==> config.mk <==
export PLATFORM = sky130hd
export DESIGN_NAME = muldiv_unit
export DESIGN_NICKNAME = d
export VERILOG_FILES = /design/src/rtl/muldiv_unit.sv
export SDC_FILE = /design/constraint.sdc
export NUM_CORES = 1
export LEC_CHECK = 0
export ABC_AREA = 1
export CAP_MARGIN = 20
export CORE_ASPECT_RATIO = 1.2
export CORE_UTILIZATION = 50
export CTS_CLUSTER_SIZE = 8
export DETAILED_ROUTE_END_ITERATION = 8
export DONT_BUFFER_PORTS = 1
export GPL_TIMING_DRIVEN = 0
export SLEW_MARGIN = 30
export SYNTH_ARGS = -nofsm -noshare
export SYNTH_HDL_FRONTEND = slang
export SYNTH_SLANG_ARGS = --single-unit
==> constraint.sdc <==
create_clock -name clk -period 4 [get_ports clk]
set_input_delay 0.4 -clock clk [delete_from_list [all_inputs] [get_ports clk]]
set_output_delay 0.4 -clock clk [all_outputs]
set_load 0.03 [all_outputs]
==> src/rtl/muldiv_unit.sv <==
// Iterative RV32M multiply/divide unit: shift-add multiply, restoring divide, one bit per cycle.
// Optional build macro MULDIV_FAST_MUL_EN selects a single-cycle combinational multiplier for MUL* ops.
module muldiv_unit #(
  parameter int XLEN  = 32,
  parameter int TAG_W = 5
) (
  input  logic             clk,
  input  logic             rst,
  input  logic             in_valid,
  output logic             in_ready,
  input  logic [2:0]       in_op,
  input  logic [XLEN-1:0]  in_a,
  input  logic [XLEN-1:0]  in_b,
  input  logic [TAG_W-1:0] in_rd,
  output logic             out_valid,
  input  logic             out_ready,
  output logic [XLEN-1:0]  out_result,
  output logic [TAG_W-1:0] out_rd
);
  localparam int               CNT_W    = $clog2(XLEN + 1);
  localparam logic [CNT_W-1:0] CNT_LAST = CNT_W'(XLEN);
  localparam logic [XLEN-1:0]  MIN_NEG  = {1'b1, {(XLEN-1){1'b0}}};

  typedef enum logic [1:0] {S_IDLE, S_BUSY, S_DONE} state_t;

  state_t           state_q, state_d;
  logic [CNT_W-1:0] count_q, count_d;
  logic             early_q, early_d;
  logic [XLEN-1:0]  result_q, result_d;
  logic [TAG_W-1:0] out_rd_q, out_rd_d;
  logic [2:0]       op_q, op_d;
  logic [TAG_W-1:0] rd_q, rd_d;
  logic             neg_q, neg_d;
  logic             rneg_q, rneg_d;
  logic [XLEN-1:0]  hi_q, hi_d, lo_q, lo_d, opnd_q, opnd_d;

  logic             accept, finish;
  logic             is_div, a_signed, b_signed, a_neg, b_neg, div_zero, div_ovf;
  logic [XLEN-1:0]  mag_a, mag_b, early_res, fin_res;
  logic [2*XLEN-1:0] prod;
  logic [XLEN:0]    mul_sum, div_shift, div_diff;
`ifdef MULDIV_FAST_MUL_EN
  logic [2*XLEN-1:0] fast_prod;
  logic [XLEN-1:0]   fast_res;
`endif

  function automatic logic [XLEN-1:0] cond_neg(input logic [XLEN-1:0] v, input logic neg);
    return neg ? -v : v;
  endfunction

  function automatic logic [2*XLEN-1:0] cond_neg2(input logic [2*XLEN-1:0] v, input logic neg);
    return neg ? -v : v;
  endfunction

  always_ff @(posedge clk) begin
    if (rst) state_q <= S_IDLE;
    else     state_q <= state_d;
  end

  always_comb begin
    state_d = state_q;
    unique case (state_q)
      S_IDLE:  if (accept) state_d = S_BUSY;
      S_BUSY:  if (finish) state_d = S_DONE;
      S_DONE:  if (out_ready) state_d = S_IDLE;
      default: state_d = S_IDLE;
    endcase
  end

  always_comb begin
    in_ready  = (state_q == S_IDLE);
    out_valid = (state_q == S_DONE);
  end

  assign accept     = in_valid & in_ready;
  assign finish     = early_q | (count_q == CNT_LAST);
  assign out_result = result_q;
  assign out_rd     = out_rd_q;

  // Magnitudes, sign flags and the cases that bypass iteration
  always_comb begin
    is_div   = in_op[2];
    a_signed = is_div ? ~in_op[0] : ((in_op[1:0] == 2'b01) || (in_op[1:0] == 2'b10));
    b_signed = is_div ? ~in_op[0] : (in_op[1:0] == 2'b01);
    a_neg    = a_signed & in_a[XLEN-1];
    b_neg    = b_signed & in_b[XLEN-1];
    mag_a    = cond_neg(in_a, a_neg);
    mag_b    = cond_neg(in_b, b_neg);
    div_zero = is_div && (in_b == '0);
    div_ovf  = is_div && !in_op[0] && (in_a == MIN_NEG) && (in_b == '1);
    if (div_zero) early_res = in_op[1] ? in_a : '1;
    else          early_res = in_op[1] ? '0 : in_a;
`ifdef MULDIV_FAST_MUL_EN
    fast_prod = cond_neg2({{XLEN{1'b0}}, mag_a} * {{XLEN{1'b0}}, mag_b}, a_neg ^ b_neg);
    fast_res  = (in_op[1:0] == 2'b00) ? fast_prod[XLEN-1:0] : fast_prod[2*XLEN-1:XLEN];
`endif
  end

  // One iteration step and the final sign fixup
  always_comb begin
    mul_sum   = {1'b0, hi_q} + {1'b0, {XLEN{lo_q[0]}} & opnd_q};
    div_shift = {hi_q, lo_q[XLEN-1]};
    div_diff  = div_shift - {1'b0, opnd_q};
    prod      = cond_neg2({hi_q, lo_q}, neg_q);
    if (early_q)       fin_res = lo_q;
    else if (!op_q[2]) fin_res = (op_q[1:0] == 2'b00) ? prod[XLEN-1:0] : prod[2*XLEN-1:XLEN];
    else if (op_q[1])  fin_res = cond_neg(hi_q, rneg_q);
    else               fin_res = cond_neg(lo_q, neg_q);
  end

  always_comb begin
    count_d  = count_q;
    early_d  = early_q;
    result_d = result_q;
    out_rd_d = out_rd_q;
    op_d     = op_q;
    rd_d     = rd_q;
    neg_d    = neg_q;
    rneg_d   = rneg_q;
    hi_d     = hi_q;
    lo_d     = lo_q;
    opnd_d   = opnd_q;
    unique case (state_q)
      S_IDLE: begin
        if (accept) begin
          op_d    = in_op;
          rd_d    = in_rd;
          count_d = '0;
          neg_d   = a_neg ^ b_neg;
          rneg_d  = a_neg;
          early_d = div_zero | div_ovf;
          hi_d    = '0;
          // Multiply: lo holds the multiplier; divide: lo holds the dividend/quotient
          lo_d    = is_div ? mag_a : mag_b;
          opnd_d  = is_div ? mag_b : mag_a;
          if (div_zero | div_ovf) lo_d = early_res;
`ifdef MULDIV_FAST_MUL_EN
          if (!is_div) begin
            early_d = 1'b1;
            lo_d    = fast_res;
          end
`endif
        end
      end
      S_BUSY: begin
        if (finish) begin
          result_d = fin_res;
          out_rd_d = rd_q;
        end else begin
          count_d = count_q + CNT_W'(1);
          if (op_q[2]) begin
            hi_d = div_diff[XLEN] ? div_shift[XLEN-1:0] : div_diff[XLEN-1:0];
            lo_d = {lo_q[XLEN-2:0], ~div_diff[XLEN]};
          end else begin
            {hi_d, lo_d} = {mul_sum, lo_q[XLEN-1:1]};
          end
        end
      end
      default: ;
    endcase
  end

  always_ff @(posedge clk) begin
    if (rst) begin
      count_q  <= '0;
      early_q  <= 1'b0;
      result_q <= '0;
      out_rd_q <= '0;
    end else begin
      count_q  <= count_d;
      early_q  <= early_d;
      result_q <= result_d;
      out_rd_q <= out_rd_d;
    end
  end

  always_ff @(posedge clk) begin
    op_q   <= op_d;
    rd_q   <= rd_d;
    neg_q  <= neg_d;
    rneg_q <= rneg_d;
    hi_q   <= hi_d;
    lo_q   <= lo_d;
    opnd_q <= opnd_d;
  end
endmodule
* Word level (Yosys, flattened, before mapping)
Cells that the tools add are included.
** Word-level totals
- Logic and storage cells :: 87
- Register bits :: 152
- Input port bits :: 76
- Output and inout bits :: 39
** Operators by class
- Reduce and logical (&&, ||, !) cells :: 14
- Bitwise operators :: 9
- Multiplexer cells :: 33
- Eq/ne operators :: 11
- $add $sub $neg :: 8
** Operators by type and width (count)
- two-way mux 32 bit :: 21
- negation 32 bit :: 4
- one-hot mux 32 bit (2 select lines) :: 2
- equality test 32 bit (second input constant) :: 2
- two-way mux 64 bit :: 1
- negation 64 bit :: 1
- adder 32 x 32 -> 33 bit :: 1
- subtractor 33 x 32 -> 33 bit :: 1
- AND 32 bit :: 1
- logical NOT 32 bit :: 1
- two-way mux 6 bit :: 2
- one-hot mux 6 bit (2 select lines) :: 1
- adder 6 x 1 -> 6 bit (second input constant) :: 1
- equality test 6 bit (second input constant) :: 1
- two-way mux 2 bit :: 3
- one-hot mux 2 bit (3 select lines) :: 1
- AND reduction 3 bit :: 2
- equality test 2 x 1 -> 1 bit (second input constant) :: 2
- equality test 2 bit (second input constant) :: 2
- logical AND 1 bit :: 4
- logical NOT 2 bit :: 2
- inequality test 2 x 1 -> 1 bit (second input constant) :: 2
- inequality test 2 bit (second input constant) :: 2
- AND reduction 2 bit :: 2
- 8 further kinds :: 13

* Depth between registers and ports, before layout
- Word-level depth :: 9
- Depth in mapped cells :: 18

* Least setup slack after synthesis
OpenSTA, ideal clock, no wires.
- Path kind :: flip-flop to flip-flop
- Start point :: register state_q[0]
- End point :: register count_q[5]
- Stages on the path, launching flop included :: 8
- Arrival time :: 3.049 ns
- Period minus slack after synthesis :: 3.165 ns
- Slack :: 0.835 ns
- Cell sequence :: dfxtp_1 > nor2_1 > nand2_1 > nand2_1 > nand3_1 > nor2_1 > xnor2_1 > nor2_1
** Between the ends
- Cells in the longest elaborated chain, start to end :: 4
** Ends and longest elaborated chain
- start, declared :: RTL line 26 : state_t state_q, state_d;
- start signal, assigned :: RTL line 57 : else state_q <= state_d;
- logical NOT 2 bit * :: RTL line 71 : in_ready = (state_q == S_IDLE);
- via in_ready :: RTL line 10 : output logic in_ready,
- AND 1 bit :: RTL line 75 : assign accept = in_valid & in_ready;
- inequality test 2 x 1 -> 1 bit (no source line)
- AND reduction 3 bit (no source line)
- end signal, assigned :: RTL line 170 : count_q <= count_d;
- end, declared :: RTL line 27 : logic [CNT_W-1:0] count_q, count_d;
Mark *: on every way through the listed nets, which the timed path passes. The rest lies on a longest branch.
A chain may end at the register's enable or synchronous reset.

* Worst setup path in the final report
- Start point :: register hi_q[0]
- End point :: register hi_q[1] (data pin)
** Between the ends
- Cells in the longest elaborated chain, start to end :: 5
** Ends and longest elaborated chain
- start, declared :: RTL line 35 : logic [XLEN-1:0] hi_q, hi_d, lo_q, lo_d, opnd_q, opnd_d;
- start signal, assigned :: RTL line 182 : hi_q <= hi_d;
- subtractor 33 x 32 -> 33 bit :: RTL line 103 : div_diff = div_shift - {1'b0, opnd_q};
- two-way mux 32 bit :: RTL line 152 : hi_d = div_diff[XLEN] ? div_shift[XLEN-1:0] : div_diff[XLEN-1:0];
- two-way mux 32 bit * :: RTL line 151 : if (op_q[2]) begin
- two-way mux 32 bit * :: RTL line 146 : if (finish) begin
- one-hot mux 32 bit (2 select lines) * :: RTL line 123 : unique case (state_q)
Every way passes the cells marked *; elsewhere a longest branch is shown, timed or not. The select of a mux whose other input is x is not followed.

==> out/qor.txt <==
GR Layer Usage met1 - 57.52%
Net Count, Synth - 3192
DR vias/cell - 6.206
Simple-gate area share of the yosys netlist - 38.95%
Met2 usage - 70.13%
Max Clk Rate - 269.7 MHz
Adder-cell share of the synthesized area - 5.319%
Number of fill cells in the layout - 3759
Crit path arrival time - 3.91 ns
Initial Util - 50.68%
Worst setup margin - 0.2923 ns
Total Power - 7.612 mW
Least-Margin Pin Slew - 0.9879 ns
Hold Path Class - in2reg
Syn avg cell area - 5.815 um^2
Area Overhead vs Synth - 7.143%
Crit-path max FO - 10
Post-CTS setup buffer count - 0
Clock skew - 0.01567 ns
Max incr delay on CP - 0.71 ns
Final setup violating endpoints - 0
Minimum clock period - 3.708 ns
Fin nets - 3213
Status - finished clean
Slowest-stage cell, CP - edfxtp_1
Largest net degree at the start of global routing - 52
Ports - 115
Critical Path, Cell by Cell - inv_1, fa_1, o21ai_2, nand2_1, nand2_1, nand2_1, nand2_2, nand3_2, nand2_1, nand2_1, nand2_1, buf_4, buf_6, nand2_1, nand3_1, a21oi_1
Routed vias - 21960
Slew HR - 34.14%
DRT Pass-1 Iters - 7
Clock sinks - 152
Max-cap violation count - 0
Final ANT Viol Nets - 0
Combinational family with the most area after synthesis - simple AND/OR/NAND/NOR gates
Sw Share - 50.26%
Distinct cell type count of the synthesized netlist - 47
Drt drc - 0
Crit path top cell by count - nand2_1
Top post-synthesis cells by count - nand2_1, inv_1, nor2_1
Int Pwr - 3.786 mW
Placed Area - 18320 um^2
Gr busiest metal - met2
Mapped Cells - 3042
Leakage power - 8.894 nW
GR met3 Demand/Resource - 9.229%
Remaining global-route overflow - 0
Vias in the first global route - 20550
Total CTS buffers - 17
Ys async rst share - 0%
# rows - 75
Final WL - 83770 um
Die W - 173.7 um
Unrepaired setup endpoints after global routing - false
Final hold violations - 0
Seq pwr share - 29.9%
Initial antenna violation count - 3
Clock Power Share - 22.3%
First-pass GRT wire length - 123800 um
Fin cells - 3539
Setup TNS - 0 ns
Starting DRT DRC Count - 3060
Routed WL per cell - 23.67 um
Final HPWL DP - 68410 um
Core area - 34910 um^2
Yosys warning count - 0
Setup crit end kind - register
Crit-path leading delay family - simple AND/OR/NAND/NOR gates
Share of post-route cells with drive strength above 1 - 3.218%
Die H - 208.1 um
CTS tree - built
Critical path required time - 4.21 ns
Cts hold-fix bufs - 0
Tcrit/Tclk final - 92.69%
Max IR drop VDD - 0.3660 mV
Ys flop type - edfxtp_1
# port buffers - 0
Yosys reg bits - 152
Crit path buf inv count - 3
Yosys top cell area share - 20.18%
Seq/Total Area, Yosys - 23.20%
H-tree level count - 4
Cell area after synthesis - 17690 um^2
Design area - 18950 um^2
Top post-synthesis cells by area - nand2_1, edfxtp_1, a21oi_1, inv_1, nand3_1
Top-count cell post-synth - nand2_1
Compound-cell area share of the yosys netlist - 18.10%
Routability congestion estimate - 1.107
Hold WS - 0.03275 ns
Post-synth top area cell - nand2_1
Post-cts resize count - 0
Power density cells - 401.6 nW/um^2
Crit path launch type - register
Post-Synth XOR/XNOR Area - 4.258%
EDFF count, synth - 106
Net Switching - 3.826 mW
Final Max Slew Viols - 0
Clock transition at path regs - 0.08 ns
Finished Core Util - 54.30%
Combinational Power Share - 47.8%
Post-synthesis mux area share - 0.1132%
WS Path Type - reg2reg
Placed cell count - 3506
Clock latency at the later pin of the worst-skew pair - 0.46 ns
Total GRT Usage - 45.95%
Full die area - 36140 um^2
Worst slack at placement - 0.2871 ns
Multi-input combinational cell area - 11810 um^2
Clock Tree Buf Depth - 2
CTS root buf - clkbuf_16
FF+latch area - 4104 um^2
## metal layers
metal  vias up  wire length, um
met5         -               24
met4         4             7098
met3       362             9455
met2      1611            35480
met1      9961            31710
li1      10020                -
## cells by family after synthesis
kind of cell	after synthesis
compound gates	607
xor+xnor	86
fa+ha+maj	74
buf+inv	461
flops	152
mux	2
simple gates	1660
## sequential cells by signal, indices dropped and copies added (netlist names)
register	flops
early_q	1
hi_q	32
rneg_q	1
out_result	32
count_q	6
lo_q	32
rd_q	5
op_q	3
state_q	2
neg_q	1
opnd_q	32
out_rd	5
## cells in the final DEF, fill, tap and decap left out, types with 6 or more instances in the layout
cell       count
nand3_2        7
inv_2          9
xnor2_1       15
o21ai_0      244
nor4_1         9
dfxtp_1       46
inv_1        343
xor2_1        71
nor2_2         7
a211oi_1       6
buf_2         13
a21oi_1      275
nand2_1      950
clkbuf_16     17
clkbuf_1      69
o21ai_1       17
nand4_1       35
ha_1          72
o211ai_1      24
nand3b_1       8
edfxtp_1     106
nor3_1        29
nand3_1      256
a31oi_1       15
clkinv_8       6
buf_1         19
nor2_1       335
## power groups by stage
stage	registers, mW	clock network, mW	logic, mW
2_1_floorplan	2.11	0	2.34
3_3_place_gp	2.30	0	3.41
3_5_place_dp	2.29	0	3.45
4_1_cts	2.26	1.69	3.47
5_1_grt	2.27	1.76	3.93
6_report	2.28	1.70	3.64
## path summary, 6_finish.rpt
check	start	end	slack [ns]	depth (start not counted)
setup / recovery	hi_q[0]$_SDFFCE_PN0P_	hi_q[1]$_SDFFCE_PN0P_	0.29	16
hold / removal	rst	state_q[0]$_SDFFE_PP0P_	0.03	1
setup reg to reg	hi_q[0]$_SDFFCE_PN0P_	hi_q[1]$_SDFFCE_PN0P_	0.29	16
hold reg to reg	rd_q[1]$_DFFE_PP_	out_rd[1]$_SDFFE_PP0P_	0.52	2
## area by class of cell
| cell class | count | area share (%) |
|---|---|---|
| Multi-Input combinational cell | 2429 | 62.33 |
| Sequential cell | 152 | 21.65 |
| Inverter | 354 | 7.010 |
| Tap cell | 462 | 3.050 |
| Buffer | 107 | 2.383 |
| Clock buffer | 17 | 2.244 |
| Clock inverter | 15 | 1.069 |
| Timing Repair Buffer | 2 | 0.2508 |
| Antenna cell | 1 | 0.01320 |
Note: power is estimated with default switching activity, not from simulation.
